==> src/rtl/mp3_display_timing.sv <==
// rtl/mp3_display_timing.sv - raster timing generator for the MP3 player display path
//
// Purpose:
//   Free-running pixel/line counters with signed coordinates. Coordinates are
//   negative during blanking and 0..RES-1 in the active area. Syncs, data
//   enable and the frame/line pulses are registered and aligned with o_sx/o_sy.
//   Delayed copies of de/hsync/vsync let a registered RGB stage stay aligned.
//
// Optional feature (macro MP3_TIMING_CE_EN):
//   Adds input i_ce. All state advances only on cycles with i_ce = 1.
//
// Ports:
//   clk          pixel clock
//   rst_n        asynchronous active-low reset
//   i_ce         clock enable (only with MP3_TIMING_CE_EN)
//   o_sx, o_sy   signed 16-bit pixel coordinates
//   o_de         active-area flag
//   o_hsync      horizontal sync (active level H_POL)
//   o_vsync      vertical sync (active level V_POL)
//   o_frame      one-cycle pulse at (H_STA, V_STA)
//   o_line       one-cycle pulse at sx == H_STA
//   o_frame_cnt  completed frames, wraps
//   o_de_d, o_hsync_d, o_vsync_d  copies delayed SYNC_DLY cycles

module mp3_display_timing #(
   parameter int H_RES    = 640,
   parameter int V_RES    = 480,
   parameter int H_FP     = 16,
   parameter int H_SYNC   = 96,
   parameter int H_BP     = 48,
   parameter int V_FP     = 10,
   parameter int V_SYNC   = 2,
   parameter int V_BP     = 33,
   parameter int H_POL    = 0,
   parameter int V_POL    = 0,
   parameter int SYNC_DLY = 1
) (
   input  logic               clk,
   input  logic               rst_n,
`ifdef MP3_TIMING_CE_EN
   input  logic               i_ce,
`endif
   output logic signed [15:0] o_sx,
   output logic signed [15:0] o_sy,
   output logic               o_de,
   output logic               o_hsync,
   output logic               o_vsync,
   output logic               o_frame,
   output logic               o_line,
   output logic [15:0]        o_frame_cnt,
   output logic               o_de_d,
   output logic               o_hsync_d,
   output logic               o_vsync_d
);

   localparam logic signed [15:0] H_STA  = 16'(-(H_FP + H_SYNC + H_BP));
   localparam logic signed [15:0] V_STA  = 16'(-(V_FP + V_SYNC + V_BP));
   localparam logic signed [15:0] H_LAST = 16'(H_RES - 1);
   localparam logic signed [15:0] V_LAST = 16'(V_RES - 1);
   // Sync windows expressed relative to the end of blanking (H_STA + FP = -(SYNC + BP)).
   localparam logic signed [15:0] HS_BEG = 16'(-(H_SYNC + H_BP));
   localparam logic signed [15:0] HS_END = 16'(-H_BP - 1);
   localparam logic signed [15:0] VS_BEG = 16'(-(V_SYNC + V_BP));
   localparam logic signed [15:0] VS_END = 16'(-V_BP - 1);
   localparam logic HS_ON = (H_POL != 0);
   localparam logic VS_ON = (V_POL != 0);

   logic               w_ce;
   logic               w_h_end;
   logic               w_v_end;
   logic signed [15:0] w_sx_nxt;
   logic signed [15:0] w_sy_nxt;

   logic signed [15:0] r_sx;
   logic signed [15:0] r_sy;
   logic [15:0]        r_frame_cnt;
   logic               r_de;
   logic               r_hs;
   logic               r_vs;
   logic               r_frame;
   logic               r_line;

`ifdef MP3_TIMING_CE_EN
   assign w_ce = i_ce;
`else
   assign w_ce = 1'b1;
`endif

   assign w_h_end  = (r_sx == H_LAST);
   assign w_v_end  = (r_sy == V_LAST);
   assign w_sx_nxt = w_h_end ? H_STA : r_sx + 16'sd1;
   assign w_sy_nxt = w_h_end ? (w_v_end ? V_STA : r_sy + 16'sd1) : r_sy;

   // Flags are derived from the next coordinates so that, once registered,
   // they describe the coordinates presented in the same cycle. vsync only
   // moves when sy moves, which happens exactly at sx == H_STA.
   always_ff @(posedge clk or negedge rst_n) begin
      if (!rst_n) begin
         r_sx        <= H_STA;
         r_sy        <= V_STA;
         r_frame_cnt <= 16'd0;
         r_de        <= 1'b0;
         r_hs        <= ~HS_ON;
         r_vs        <= ~VS_ON;
         r_frame     <= 1'b1;
         r_line      <= 1'b0;
      end else if (w_ce) begin
         r_sx    <= w_sx_nxt;
         r_sy    <= w_sy_nxt;
         r_de    <= (w_sx_nxt >= 16'sd0) && (w_sy_nxt >= 16'sd0);
         r_hs    <= ((w_sx_nxt >= HS_BEG) && (w_sx_nxt <= HS_END)) ? HS_ON : ~HS_ON;
         r_vs    <= ((w_sy_nxt >= VS_BEG) && (w_sy_nxt <= VS_END)) ? VS_ON : ~VS_ON;
         r_frame <= (w_sx_nxt == H_STA) && (w_sy_nxt == V_STA);
         r_line  <= (w_sx_nxt == H_STA);
         if (w_h_end && w_v_end) begin
            r_frame_cnt <= r_frame_cnt + 16'd1;
         end
      end
   end

   assign o_sx        = r_sx;
   assign o_sy        = r_sy;
   assign o_de        = r_de;
   assign o_hsync     = r_hs;
   assign o_vsync     = r_vs;
   assign o_frame     = r_frame;
   assign o_line      = r_line;
   assign o_frame_cnt = r_frame_cnt;

   generate
      if (SYNC_DLY == 0) begin : g_no_dly
         assign o_de_d    = r_de;
         assign o_hsync_d = r_hs;
         assign o_vsync_d = r_vs;
      end else begin : g_dly
         logic [SYNC_DLY-1:0] r_de_sr;
         logic [SYNC_DLY-1:0] r_hs_sr;
         logic [SYNC_DLY-1:0] r_vs_sr;

         always_ff @(posedge clk or negedge rst_n) begin
            if (!rst_n) begin
               r_de_sr <= '0;
               r_hs_sr <= {SYNC_DLY{~HS_ON}};
               r_vs_sr <= {SYNC_DLY{~VS_ON}};
            end else if (w_ce) begin
               r_de_sr[0] <= r_de;
               r_hs_sr[0] <= r_hs;
               r_vs_sr[0] <= r_vs;
               for (int i = 1; i < SYNC_DLY; i++) begin
                  r_de_sr[i] <= r_de_sr[i-1];
                  r_hs_sr[i] <= r_hs_sr[i-1];
                  r_vs_sr[i] <= r_vs_sr[i-1];
               end
            end
         end

         assign o_de_d    = r_de_sr[SYNC_DLY-1];
         assign o_hsync_d = r_hs_sr[SYNC_DLY-1];
         assign o_vsync_d = r_vs_sr[SYNC_DLY-1];
      end
   endgenerate

endmodule

==> config.mk <==
export PLATFORM = sky130hd
export DESIGN_NAME = mp3_display_timing
export DESIGN_NICKNAME = d
export VERILOG_FILES = /design/src/rtl/mp3_display_timing.sv
export SDC_FILE = /design/constraint.sdc
export NUM_CORES = 1
export LEC_CHECK = 0
export BUFFER_PORTS_ARGS = -buffer_cell sky130_fd_sc_hd__buf_4
export CORE_MARGIN = 5
export CORE_UTILIZATION = 59
export CTS_CLUSTER_SIZE = 8
export DETAILED_ROUTE_END_ITERATION = 12
export PLACE_DENSITY_LB_ADDON = 0.3
export SETUP_SLACK_MARGIN = 0.05
export SYNTH_ARGS = -nofsm -noshare
export SYNTH_HDL_FRONTEND = slang
export SYNTH_SLANG_ARGS = --single-unit
==> constraint.sdc <==
create_clock -name clk -period 6.85 [get_ports clk]
set_input_delay 1.37 -clock clk [delete_from_list [all_inputs] [get_ports clk]]
set_output_delay 1.37 -clock clk [all_outputs]
set_load 0.03 [all_outputs]
; After elaboration in Yosys (flattened, before gate mapping)
; Cells that the tools add are included.
[totals]
word_cells = 34
input_bits = 2
reg_bits = 56
out_inout_bits = 56
[op_classes]
order_cmp = 6
n_reduce_logical = 5
eq_ne = 4
add_sub_neg = 3
mux = 5
[ops]
columns = op, count
row1 = $mux 16, 3
row2 = $add 16x2->16 const B, 2
row3 = $ge 16x1->1 const B, 2
row4 = $le 16x7->1 const B, 2
row5 = $add 16x1->16 const B, 1
row6 = $eq 16x10->1 const B, 1
row7 = $eq 16x11->1 const B, 1
row8 = $eq 16x7->1 const B, 1
row9 = $eq 16x9->1 const B, 1
row10 = $ge 16x7->1 const B, 1
row11 = $ge 16x9->1 const B, 1
row12 = $logic_and 1x1->1, 5
row13 = $mux 1, 2

; Longest topological paths before layout
[logic_depth]
ltp_word = 6
mapped_depth = 10
mapped_depth_nobuf = 8

; Worst setup path after synthesis
; OpenSTA, ideal clock, no wires.
[synth_timing]
kind = register -> register
start = register r_sx[0] (netlist: o_sx[0])
end = register r_vs (netlist: o_vsync)
period_less_slack_ps = 2760
path_buffers = 0
t_arrival_ps = 2672
required_ps = 6762
setup_ps = 88
stages_incl_launch_ff = 9
setup_slack_ps = 4090
cell_sequence = dfrtp_1 -> ha_1 -> nand4_1 -> or4_4 -> nor2_2 -> a22o_2 -> and3b_1 -> nand4_1 -> or3b_1
[synth_between]
elab_chain_cells = 5
elab_cells_between_ends = 6
cone_classes = 2 x order compare / 1 x eq/ne / 2 x mux / 1 x reduce/logical
[synth_lines]
columns = element, line_no
row1 = from (decl), 74  ; logic signed [15:0] r_sx;
row2 = from (signal assigned), 108  ; r_sx <= w_sx_nxt;
row3 = $eq 16x11->1 *, 89  ; assign w_h_end = (r_sx == H_LAST);
row4 = $mux 16 *, 92  ; assign w_sy_nxt = w_h_end ? (w_v_end ? V_STA : r_sy + 16'sd1) : r_sy;
row5 = named net w_sy_nxt[13], 72  ; logic signed [15:0] w_sy_nxt;
row6 = $ge 16x7->1 or $le 16x7->1 (tied branches), 112  ; r_vs <= ((w_sy_nxt >= VS_BEG) && (w_sy_nxt <= VS_END)) ? VS_ON : ~VS_ON;
row7 = $logic_and 1x1->1 *, 112
row8 = $mux 1 *, 112
row9 = to (signal assigned), 104  ; r_vs <= ~VS_ON;
row10 = to (signal assigned), 112
row11 = to (decl), 79  ; logic r_vs;
; The timed path passes the listed nets; every way through them passes the cells marked *.
; A chain may end at the register's enable or synchronous reset.

; Final worst setup path
[layout_timing]
start = register r_sx[0] (netlist: o_sx[0])
end = register r_frame (netlist: o_frame)
[layout_between]
elab_chain_cells = 4
elab_cells_between_ends = 7
cone_classes = 1 x add/sub / 3 x eq/ne / 2 x mux / 1 x reduce/logical
[layout_lines]
columns = element, line_no
row1 = $add 16x2->16 or $eq 16x11->1 (tied branches), "91, 89"
row2 = $mux 16 *, 91  ; assign w_sx_nxt = w_h_end ? H_STA : r_sx + 16'sd1;
row3 = named net w_sx_nxt[6], 71  ; logic signed [15:0] w_sx_nxt;
row4 = $eq 16x9->1 *, 113  ; r_frame <= (w_sx_nxt == H_STA) && (w_sy_nxt == V_STA);
row5 = $logic_and 1x1->1 *, 113
row6 = to (signal assigned), 113
row7 = to (decl), 80  ; logic r_frame;
; Marked as above.

==> results.json <==
{
  "worst-path-max-fanout": 23,
  "port_buffers": 57,
  "clock-sinks": 56,
  "via_count": 2804,
  "firstDrtPassIters": 6,
  "grt.overflow.total": 0,
  "report.final.slew_viol_count": 0,
  "root_buffer": "clkbuf_8",
  "synthTopCellsByArea": "dfstp_2, dfrtp_1, xnor2_1",
  "vias_per_cell": 6.32,
  "synth_top_area_share_pct": 24.4,
  "busiest_layer": "met2",
  "p_per_area_nw_per_um2": 146,
  "fin_tns_setup_ns": 0,
  "postCtsSetupBuffers": 0,
  "clockBufferDepth": 2,
  "avgSynthCellArea_um2": 9.59,
  "cts-buffers-inserted": 5,
  "ys_ff_latch": 56,
  "grt_max_degree": 57,
  "power_uw": 524,
  "clk_pin_slew_ns": 0.11,
  "report.final.setup_viol": 0,
  "crit_path_start_kind": "flip-flop",
  "synth.distinct_cells": 54,
  "synthTopCellsByCount": "dfrtp_1, dfstp_2, nand2_1",
  "r2r_slack_ns": 3.28,
  "finish.net_count": 380,
  "dp_cells": 436,
  "area_growth_pct": 19.2,
  "htreeDepth": 2,
  "min_path_type": "flip-flop to flip-flop",
  "crit_chain": "ha_1 > and4_1 > nand4_1 > o21ai_1 > o21ai_1 > nor4_1 > nand2_1 > nor4_1",
  "crit_type": "flip-flop to flip-flop",
  "grt_util_met1_pct": 33.1,
  "p_leak_nw": 1.59,
  "ant_nets": 0,
  "dpl.hpwl_um": 5590,
  "min_period_ns": 3.57,
  "routedWlPerCell_um": 17.5,
  "synth_top_area_cell": "dfstp_2",
  "drive_gt1_share_pct": 27.8,
  "grt_pass1_wl_um": 12900,
  "finalNonFillerCells": 444,
  "pin_count": 58,
  "cts-hold-fix-buffers": 0,
  "required_ns": 7.06,
  "core_area_um2": 5040,
  "syn_area_um2": 3020,
  "tightest_slew_ns": 0.962,
  "ir_drop_uv": 106,
  "row_count": 26,
  "hold_violations": 0,
  "cp.arrival_ns": 3.78,
  "drc": 0,
  "use_met2_pct": 41.9,
  "worst_slack_ns": 3.28,
  "seqCellArea_um2": 1440,
  "antenna_found_initial": 0,
  "grt_util_all_layers_pct": 25.2,
  "fin_worst_skew_ns": 0.0131,
  "n_fill_cell": 413,
  "synth-edff-count": 0,
  "max-slew-margin-rel_pct": 35.7,
  "hold_slack_ns": 0.371,
  "routabilityCongestion": 0.955,
  "fin_crit_sh_pct": 52.1,
  "dpl_worst_slack_ns": 3.45,
  "cp-end-kind": "flip-flop",
  "fp.dieW_um": 81.6,
  "grt_use_met3_pct": 4.71,
  "insertedDiodeCount": 0,
  "critPathSlowestCell": "nand4_1",
  "async_reset_ff_share_pct": 100,
  "rsz0062_at_grt": "no",
  "syn_nets": 322,
  "cpPeakStageDelay_ns": 0.78,
  "status": "finished, final reports clean",
  "initialDrtViolationCount": 254,
  "cts_tree": "yes",
  "clkLatencyLatePin_ns": 0.31,
  "max_freq_mhz": 280,
  "ys_seq_area_share_pct": 47.6,
  "dieArea_um2": 6650,
  "start_util_pct": 59.9,
  "synth_warnings": 0,
  "ctsResizeCount": 0,
  "grt_pass1_vias": 2632,
  "cap_violations": 0,
  "routed_wirelength_um": 7760,
  "die_h_um": 81.6,
  "synth_ff_type": "dfstp_2",
  "syn_inst": 315,
  "multi_input_area_um2": 1490
}
-- registers in the layout, indices dropped and copies added (netlist names) --
register	cells
o_de	1
o_de_d	1
o_hsync	1
o_frame	1
o_line	1
o_sy	16
o_vsync	1
o_sx	16
o_hsync_d	1
o_vsync_d	1
o_frame_cnt	16
-- power breakdown --
group,switching [mW],internal (mW),total [mW]
Clock,0.113,0.0736,0.186
Combinational,0.00602,0.000362,0.00638
Sequential,0,0.331,0.331
-- per-layer routing --
layer	vias to the layer above	wire length (um)
met5	-	0
met1	1367	3200
met3	14	569
li1	1273	-
met2	150	3870
met4	0	117
-- cells by family (layout without fill, tap and decap cells) --
logic type                 Yosys count  count (layout)  share of synthesized area, %
and+or+nand+nor                    145             145                          26.8
AOI/OAI and AO/OA                   59              59                          12.7
DFF                                 56              56                          47.6
xor gates and xnor gates            26              26                          7.54
buffers and inverters               23              82                          2.98
adders and majority gates            5               5                          2.07
muxes                                1               1                         0.373
-- per-stage QoR --
| step | utilization (%) | cell area [um2] |
|---|---|---|
| after floorplan | - | 3020 |
| final | 71.4 | 3600 |
| after detailed placement | 69.6 | 3510 |
| after global placement | 69.6 | 3510 |
| after global routing | 71.4 | 3600 |
| after CTS | 71.4 | 3600 |
-- cell usage in the layout (no fill, tap or decap), types with 2 or more instances in the layout --
master,netlist,layout
ha_1,5,5
inv_1,17,17
o21ai_0,12,12
or4_4,2,2
o22a_1,3,3
a31oi_1,5,5
xnor2_1,14,14
nor3_1,7,7
o21ai_1,2,2
dfrtp_1,28,28
or3_1,2,2
clkbuf_8,0,5
and3b_1,3,3
nor4_1,7,7
nand4_1,18,18
nor4b_1,2,2
a211o_1,2,2
nor2_1,23,23
a21oi_1,14,14
nand2_1,28,28
nor2_2,2,2
nand3b_1,2,2
xor2_1,12,12
o211ai_1,2,2
o22ai_1,3,3
buf_4,0,57
dfstp_2,28,28
a21o_1,3,3
a211oi_1,2,2
and2_1,5,5
nand3_1,23,23
and3_1,7,7
and4_1,6,6
-- worst paths after layout --
kind                            depth (start not counted)         startpoint                   to
worst max-delay path                                    8  o_sx[0]$_DFF_PN0_    o_frame$_DFF_PN1_
min in group asynchronous                               1              rst_n    o_sx[3]$_DFF_PN0_
max in group asynchronous                               1              rst_n     o_de_d$_DFF_PN0_
worst min-delay path                                    0  o_hsync$_DFF_PN1_  o_hsync_d$_DFF_PN1_
worst min register to register                          0  o_hsync$_DFF_PN1_  o_hsync_d$_DFF_PN1_
worst max register to register                          8  o_sx[0]$_DFF_PN0_    o_frame$_DFF_PN1_
-- worst max-delay path, delay by kind of cell (launching register included) --
family                     cells  cell delay, ns
AOI/OAI and AO/OA              2            0.66
DFF                            1            0.47
and+or+nand+nor                5            2.00
adders and majority gates      1            0.33
-- cell type report --
class / instances / area share (%)
Multi-Input combinational cell: 236 / 41.5
Sequential cell: 56 / 39.9
Timing Repair Buffer: 57 / 11.9
Tap cell: 70 / 2.43
Clock buffer: 5 / 1.91
Inverter: 17 / 1.77
Clock inverter: 3 / 0.625
Note: power is estimated with default switching activity, not from simulation.
